===== config.mk =====
export PLATFORM = sky130hd
export DESIGN_NAME = bus_timer_responder
export DESIGN_NICKNAME = d
export VERILOG_FILES = /design/src/rtl/bus_timer_responder.sv
export SDC_FILE = /design/constraint.sdc
export NUM_CORES = 1
export LEC_CHECK = 0
export CORE_UTILIZATION = 35
export CTS_BUF_LIST = sky130_fd_sc_hd__clkbuf_4 sky130_fd_sc_hd__clkbuf_8 sky130_fd_sc_hd__clkbuf_16
export CTS_CLUSTER_DIAMETER = 200
export DETAILED_ROUTE_END_ITERATION = 10
export GPL_TIMING_DRIVEN = 0
export PLACE_DENSITY_LB_ADDON = 0.1
export SLEW_MARGIN = 20
export SYNTH_ARGS = -nofsm -noshare
export SYNTH_HDL_FRONTEND = slang
export SYNTH_SLANG_ARGS = --single-unit

===== constraint.sdc =====
create_clock -name iCLK -period 20.9 [get_ports iCLK]
set_input_delay 4.18 -clock iCLK [delete_from_list [all_inputs] [get_ports iCLK]]
set_output_delay 4.18 -clock iCLK [all_outputs]
set_load 0.03 [all_outputs]

===== src/rtl/bus_timer_responder.sv =====
// Memory-mapped 64-bit timer/compare responder: 32-byte window, zero-latency reads,
// byte-enabled writes, prescaled counting, sticky compare-match flag and IRQ.
module bus_timer_responder #(
   parameter logic [31:0] BASE_ADDR    = 32'hFF20_0500,
   parameter logic [31:0] PRESCALE_RST = 32'd0
) (
   input  logic        iCLK,
   input  logic        iRST,
   input  logic        iReadEnable,
   input  logic        iWriteEnable,
   input  logic [3:0]  iByteEnable,
   input  logic [31:0] iAddress,
   input  logic [31:0] iWriteData,
   output logic [31:0] oReadData,
   output logic        oHit,
   output logic        oIRQ
);

   logic [63:0] r_time, r_cmp;
   logic [2:0]  r_ctrl;
   logic        r_pending;
   logic [31:0] r_prescale, r_pcnt, r_snap;

   logic [63:0] w_time_nxt, w_cmp_nxt, w_tnext;
   logic [2:0]  w_ctrl_nxt;
   logic        w_pend_nxt, w_tick, w_match, w_wr_any, w_rd;
   logic [31:0] w_prescale_nxt, w_pcnt_nxt, w_ctrl_wr;
   logic [2:0]  w_off;
   logic        w_unused_addr;

   function automatic logic [31:0] f_merge(input logic [31:0] i_old, input logic [31:0] i_new,
                                           input logic [3:0] i_be);
      logic [31:0] v;
      for (int n = 0; n < 4; n++) begin
         v[8*n +: 8] = i_be[n] ? i_new[8*n +: 8] : i_old[8*n +: 8];
      end
      return v;
   endfunction

   assign oHit          = (iAddress[31:5] == BASE_ADDR[31:5]);
   assign w_off         = iAddress[4:2];
   assign w_unused_addr = ^iAddress[1:0];
   assign w_wr_any      = iWriteEnable & oHit & (|iByteEnable);
   assign w_rd          = iReadEnable & oHit;
   assign w_ctrl_wr     = f_merge({29'd0, r_ctrl}, iWriteData, iByteEnable);
   assign oIRQ          = r_pending & r_ctrl[1];

   always_comb begin
      w_tick         = r_ctrl[0] & (r_pcnt == r_prescale);
      w_tnext        = r_time + 64'd1;
      w_match        = w_tick & (w_tnext == r_cmp);
      w_time_nxt     = r_time;
      w_cmp_nxt      = r_cmp;
      w_ctrl_nxt     = r_ctrl;
      w_prescale_nxt = r_prescale;
      w_pcnt_nxt     = r_pcnt;
      w_pend_nxt     = r_pending;

      if (r_ctrl[0]) w_pcnt_nxt = w_tick ? 32'd0 : r_pcnt + 32'd1;
      if (w_match && r_ctrl[2]) w_time_nxt = 64'd0;
      else if (w_tick)          w_time_nxt = w_tnext;

      // Bus writes override the tick update; untouched lanes keep their pre-edge value.
      if (w_wr_any) begin
         case (w_off)
            3'd0: w_time_nxt = {r_time[63:32], f_merge(r_time[31:0], iWriteData, iByteEnable)};
            3'd1: w_time_nxt = {f_merge(r_time[63:32], iWriteData, iByteEnable), r_time[31:0]};
            3'd2: w_cmp_nxt  = {r_cmp[63:32], f_merge(r_cmp[31:0], iWriteData, iByteEnable)};
            3'd3: w_cmp_nxt  = {f_merge(r_cmp[63:32], iWriteData, iByteEnable), r_cmp[31:0]};
            3'd4: w_ctrl_nxt = w_ctrl_wr[2:0];
            3'd5: if (iByteEnable[0] && iWriteData[0]) w_pend_nxt = 1'b0;
            3'd6: begin
               w_prescale_nxt = f_merge(r_prescale, iWriteData, iByteEnable);
               w_pcnt_nxt     = 32'd0;
            end
            default: ;
         endcase
      end

      if (w_match) w_pend_nxt = 1'b1;
   end

   always_comb begin
      oReadData = 32'd0;
      if (w_rd && !iRST) begin
         case (w_off)
            3'd0:    oReadData = r_time[31:0];
            3'd1:    oReadData = r_snap;
            3'd2:    oReadData = r_cmp[31:0];
            3'd3:    oReadData = r_cmp[63:32];
            3'd4:    oReadData = {29'd0, r_ctrl};
            3'd5:    oReadData = {31'd0, r_pending};
            3'd6:    oReadData = r_prescale;
            default: oReadData = 32'd0;
         endcase
      end
   end

   always_ff @(posedge iCLK or posedge iRST) begin
      if (iRST) begin
         r_time     <= 64'd0;
         r_cmp      <= 64'hFFFF_FFFF_FFFF_FFFF;
         r_ctrl     <= 3'd0;
         r_pending  <= 1'b0;
         r_prescale <= PRESCALE_RST;
         r_pcnt     <= 32'd0;
         r_snap     <= 32'd0;
      end else begin
         r_time     <= w_time_nxt;
         r_cmp      <= w_cmp_nxt;
         r_ctrl     <= w_ctrl_nxt;
         r_pending  <= w_pend_nxt;
         r_prescale <= w_prescale_nxt;
         r_pcnt     <= w_pcnt_nxt;
         // Upper half captured alongside a LO read so a following HI read cannot tear.
         if (w_rd && w_off == 3'd0) r_snap <= r_time[63:32];
      end
   end

endmodule

[Word level (Yosys, flattened, before mapping)]
Cells that the tools add are included.
Word-level totals
  flip-flop bits (word level): 228
  bits of input ports: 72
  output and inout bits: 34
Operators by class
  add/subtract/negate cells: 2
  equality and inequality tests: 19
  multiplexer cells: 19
  bitwise gates (word level): 8
  reduce and logical (&&, ||, !) cells: 32
Operator list (count)
  $pmux W64 S2: 2
  $pmux W32 S7: 1
  $mux W64: 3
  $mux W32: 5
  $add A64 B1 Y64 const B: 1
  $eq A64 B64 Y1: 1
  $add A32 B1 Y32 const B: 1
  $eq A32 B32 Y1: 1
  $mux W8: 4
  $reduce_and A4 Y1: 8
  $eq A27 B27 Y1 const B: 1
  $ne A3 B3 Y1 const B: 8
  $reduce_and A3 Y1: 6
  $reduce_and A2 Y1: 8
  $eq A3 B3 Y1 const B: 3
  $and A1 B1 Y1: 6
  $eq A3 B2 Y1 const B: 2
  $reduce_bool A2 Y1: 3
  $logic_and A1 B1 Y1: 4
  $mux W1: 4
  $ne A2 B2 Y1 const B: 2
  $reduce_or A4 Y1: 1
  $eq A3 B1 Y1 const B: 1
  $logic_not A3 Y1: 1
  other kinds (2): 3

[Logic depth before layout (Yosys ltp)]
Gate-level depths: netlist (run 1).
  word-level depth: 7
  depth in mapped cells: 16
  mapped depth without buffers: 11

[Least setup slack after synthesis (run 1)]
No wires, ideal clock.
  path kind: input-to-output
  from: in iRST
  to: out oReadData[11]
  data arrival time: 10432 ps
  required time: 16720 ps
  setup slack: 6288 ps
  stages: 4
  path buffers: 1
  cells stage by stage: inv_1 nand3_1 clkbuf_1 a21oi_1
Between the ends
  longest elaborated chain between the ends: 3
RTL lines
  from (decl): line 8  | input logic iRST,
  $logic_not A1 Y1 (no source line)
  $logic_and A1 B1 Y1: line 85  | if (w_rd && !iRST) begin
  $mux W32: line 85
  to (decl): line 14  | output logic [31:0] oReadData,
No other way between the ends.

[Worst setup path in the final report (run 1)]
  from: in iAddress[2]
  to: out oReadData[25]
Between the ends
  longest elaborated chain between the ends: 3
  elaborated cells on any way between the ends: 9
  classes of those cells: eq/ne: 6; mux: 2; reduce/logical: 1
RTL lines
  from (decl): line 12  | input logic [31:0] iAddress,
  $eq A3 B3 Y1 (tied with other cells): line 86  | case (w_off)
  $pmux W32 S7 *: line 86
  $mux W32 *: line 85
Every way passes the cells marked *; elsewhere a longest branch is shown, timed or not.

==> results of run 1 <==
## area by class of cell
cell class                 count  area share, %
antenna                        1        0.01302
buffer                       150          3.425
clock buffer                  43          4.675
clock inverter                13          1.289
inverter                      16         0.3516
multi-input combinational   1469          50.63
sequential                   228          30.11
tap                          600          3.907
timing repair buffer         105          5.599
## metrics by stage
| step | total power, mW | hold WS (ns) | worst slack (ns) | instance area, µm² | std cells |
|---|---|---|---|---|---|
| 4_1_cts | 1.108 | 0.5013 | 8.908 | 19210 | 2624 |
| 6_report | 1.102 | 0.4985 | 8.878 | 19220 | 2625 |
| 3_5_place_dp | 0.5076 | 0.4922 | 8.931 | 18060 | 2568 |
| 3_3_place_gp | 0.5062 | 0.4829 | 1.437 | 17940 | 2563 |
| 5_1_grt | 1.129 | 0.5186 | 8.740 | 19210 | 2624 |
| 2_1_floorplan | 0.4701 | 0.4690 | 6.288 | 16190 | 1863 |
## worst min-delay path by stage
stage	from	end	slack, ns	cells after the start
floorplan	r_pending	r_pending	0.47	2
finish	r_cmp[23]	r_cmp[23]	0.50	2
global route	r_snap[22]	r_snap[22]	0.52	1
detailed placement	r_cmp[23]	r_cmp[23]	0.49	2
CTS	r_cmp[23]	r_cmp[23]	0.50	2
global placement	r_snap[19]	r_snap[19]	0.48	1
## synth_stat cells (all sizes together) (10+ instances only)
cell type    n
a22o        50
buf         59
mux2i       23
and4        18
xor2        78
and3        31
nand2      177
a22oi       32
nor4b       10
o21ai      122
o41ai       13
nand4       76
inv         16
nor2       150
a21oi       98
xnor2       75
nor4        68
a32oi       10
nand3       78
or3         13
mux2       110
o31ai       17
clkbuf      91
dfrtp      164
or4         14
dfstp       64
a31oi       10
nand2b      12
nor3        42
and2        22
## worst reg2reg max path, delay by kind of cell, from the launching register on
kind                      cells  cell delay, ns
xor gates and xnor gates      1            0.34
DFF                           1            0.33
buffers and inverters         4            2.08
AOI/OAI and AO/OA             2            0.48
and+or+nand+nor               7            3.99
## logic make-up (layout without fill, tap and decap cells)
| kind of cell | Yosys count | after routing | synth area share [%] |
|---|---|---|---|
| compound gates | 434 | 434 | 17.71 |
| xor+xnor | 153 | 153 | 8.277 |
| fa+ha+maj | 2 | 2 | 0.1545 |
| buf+inv | 166 | 327 | 4.436 |
| flops | 228 | 228 | 35.74 |
| mux | 135 | 135 | 9.352 |
| other cells | 0 | 1 | 0 |
| simple gates | 745 | 745 | 24.33 |
## placed cells by master, fill, tap and decap left out, types with 22 or more instances in the layout
master / n
nand2_1: 176
dfrtp_1: 164
nor2_1: 149
mux2_2: 110
clkdlybuf4s50_1: 100
a21oi_1: 98
o21ai_0: 95
clkbuf_1: 91
nand3_1: 78
xor2_1: 78
xnor2_1: 75
nand4_1: 72
dfstp_2: 64
nor4_1: 57
a22o_1: 50
buf_2: 44
nor3_1: 40
a22oi_1: 32
and3_1: 31
clkbuf_16: 30
o21ai_1: 27
mux2i_1: 23
and2_1: 22
## sequential cells by signal (all words and copies together) (netlist names)
signal	cells
r_snap	32
r_pcnt	32
r_cmp	64
r_pending	1
r_time	64
r_ctrl	3
r_prescale	32
## power groups by stage
stage	Combinational, mW	Clock [mW]	Sequential [mW]
3_5_place_dp	0.0579	0	0.450
4_1_cts	0.0582	0.608	0.442
2_1_floorplan	0.0205	0	0.450
6_report	0.0591	0.600	0.442
3_3_place_gp	0.0565	0	0.450
5_1_grt	0.0623	0.625	0.442
## routing by layer
metal	track usage [%]	up-vias	share of wire, %
met3	6.583	217	8.6
met4	16.22	0	5.2
met5	0	-	0
met2	56.75	929	44
li1	-	7201	-
met1	49.60	8284	42
==> impl_metrics.env, run 1 <==
export IMPL_outcome="finished, final reports clean"
export IMPL_power_frac_clock_pct=54.5
export IMPL_worstPathRequired_ns=16.72
export IMPL_ios=106
export IMPL_period_needed_ns=12.02
export IMPL_synth_async_reset_ratio_pct=100.0
export IMPL_clk_path_buf_depth=3
export IMPL_syn2layout_area_growth_pct=18.70
export IMPL_post_cts_buffers=0
export IMPL_synth_cells=1863
export IMPL_ant_nets=0
export IMPL_worstPathMaxFanout=10
export IMPL_first_pass_iters=6
export IMPL_grt_pass1_vias=16210
export IMPL_cts_resized=0
export IMPL_cp_startpoint="iAddress[2]"
export IMPL_cpPeakStageDelay_ns=0.79
export IMPL_multi_input_area_mm2=0.009731
export IMPL_synth_ff_type="dfrtp_1"
export IMPL_hold_violations=0
export IMPL_crit_arrival_ns=7.84
export IMPL_cts_tree="built"
export IMPL_max_freq_mhz=83.18
export IMPL_power_density_mw_per_mm2=57.32
export IMPL_synth_nets=1937
export IMPL_route_detailed_drc=0
export IMPL_switching_share_pct=24.35
export IMPL_grt_overflow=0
export IMPL_rsz0062_at_grt="false"
export IMPL_crit_path_start_kind="input pin"
export IMPL_maxCapViolations=0
export IMPL_hold_buffers=0
export IMPL_seqPwrFrac_pct=40.1
export IMPL_r2r_start="r_time[10]"
export IMPL_die_area_mm2=0.04712
export IMPL_drtIter0Drc=1748
export IMPL_path_cells="clkdlybuf4s50_1 -> buf_1 -> buf_1 -> mux2i_1 -> nor2_1 -> a21oi_1 -> nor2_1 -> a21oi_1 -> nor2_1 -> clkdlybuf4s50_1"
export IMPL_finalCritPeriodShare_pct=57.52
export IMPL_cts_buffers=30
export IMPL_root_buffer="clkbuf_16"
export IMPL_detail_route_wl_per_cell_um=33.07
export IMPL_rrSetupSlack_ns=13.52
export IMPL_cp_depth=10
export IMPL_hold_path_class="reg2reg"
export IMPL_die_x_um=217.1
export IMPL_synth_edf_count=0
export IMPL_drive_gt1_share_pct=15.91
export IMPL_p_leak_nw=7.532
export IMPL_cp_buffers_inverters=4
export IMPL_die_y_um=217.1
export IMPL_syn_cell_area_mm2=0.01619
export IMPL_fin_nets=2074
export IMPL_yosysTopAreaCell="dfrtp_1"
export IMPL_grt_pass1_wl_um=122600
export IMPL_critPathCaptureType="output pin"
export IMPL_cp_common_cell="nor2_1"
export IMPL_finClkSkew_ns=0.02720
export IMPL_relSlewSlack_pct=22.47
export IMPL_r2r_end="r_time[27]"
export IMPL_yosysUniqueCellTypes=81
export IMPL_tightest_slew_ns=1.154
export IMPL_finalSetupViolCount=0
export IMPL_io_buffers=100
export IMPL_p_comb_share_pct=5.4
export IMPL_synth_seq_area_share_pct=35.74
export IMPL_reg2reg_depth=14
export IMPL_avgViaCountPerCell=6.336
export IMPL_fillers=4631
export IMPL_dpl_hpwl_um=69590
export IMPL_antenna_found_initial=3
export IMPL_fin_tns_setup_ns=0
export IMPL_avgSynthCellArea_um2=8.690
export IMPL_rows=78
export IMPL_synth_top_area_share_pct=25.35
export IMPL_ys_ff_latch=228
export IMPL_synth_area_leaders="dfrtp_1 (25%), dfstp_2 (10%), mux2_2 (7.7%), xor2_1 (4.2%), nand2_1 (4.1%)"
export IMPL_critPathTopFamily="buffers and inverters"
export IMPL_start_util_pct=35.60
export IMPL_slew_violations=0
export IMPL_grt_usage_pct=36.60
export IMPL_ys_warn_count=0
export IMPL_clk_pin_slew_ns=0.06
export IMPL_cell_internal_pwr_mw=0.8333
export IMPL_clock_sinks=228
export IMPL_crit_path_top_delay_cell="buf_1"
export IMPL_h_tree_depth=1
export IMPL_core_area_mm2=0.04548
export IMPL_ir_worst_vdd_mv=0.05521
export IMPL_insertion_delay_ns=0.62
export IMPL_endpoint="oReadData[25]"
export IMPL_drt_total_wl_um=86820
export IMPL_utilization_pct=42.26
export IMPL_crit_type="in2out"
export IMPL_grt_start_max_net_pins=92
export IMPL_vias=16630
export IMPL_gp_congestion=0.9895
export IMPL_netSwitchingPower_mw=0.2682
export IMPL_regArea_mm2=0.005786
Power figures use the tool's default switching activity.
==> run 2, diff against run 1 <==
Clock period 20.9 ns to 11.7 ns, I/O delays scaled along.
==> results of run 2 <==
Same layout as run 1 (identical final DEF). Status: finished, final reports clean.
Main changes from that run: setup slack after placement 8.931 ns -> 3.411 ns; setup slack after layout 8.878 ns -> 3.358 ns; register-to-register setup slack 13.52 ns -> 4.32 ns; total power 1.102 mW -> 1.968 mW; worst IR drop on VDD 0.05521 mV -> 0.09862 mV
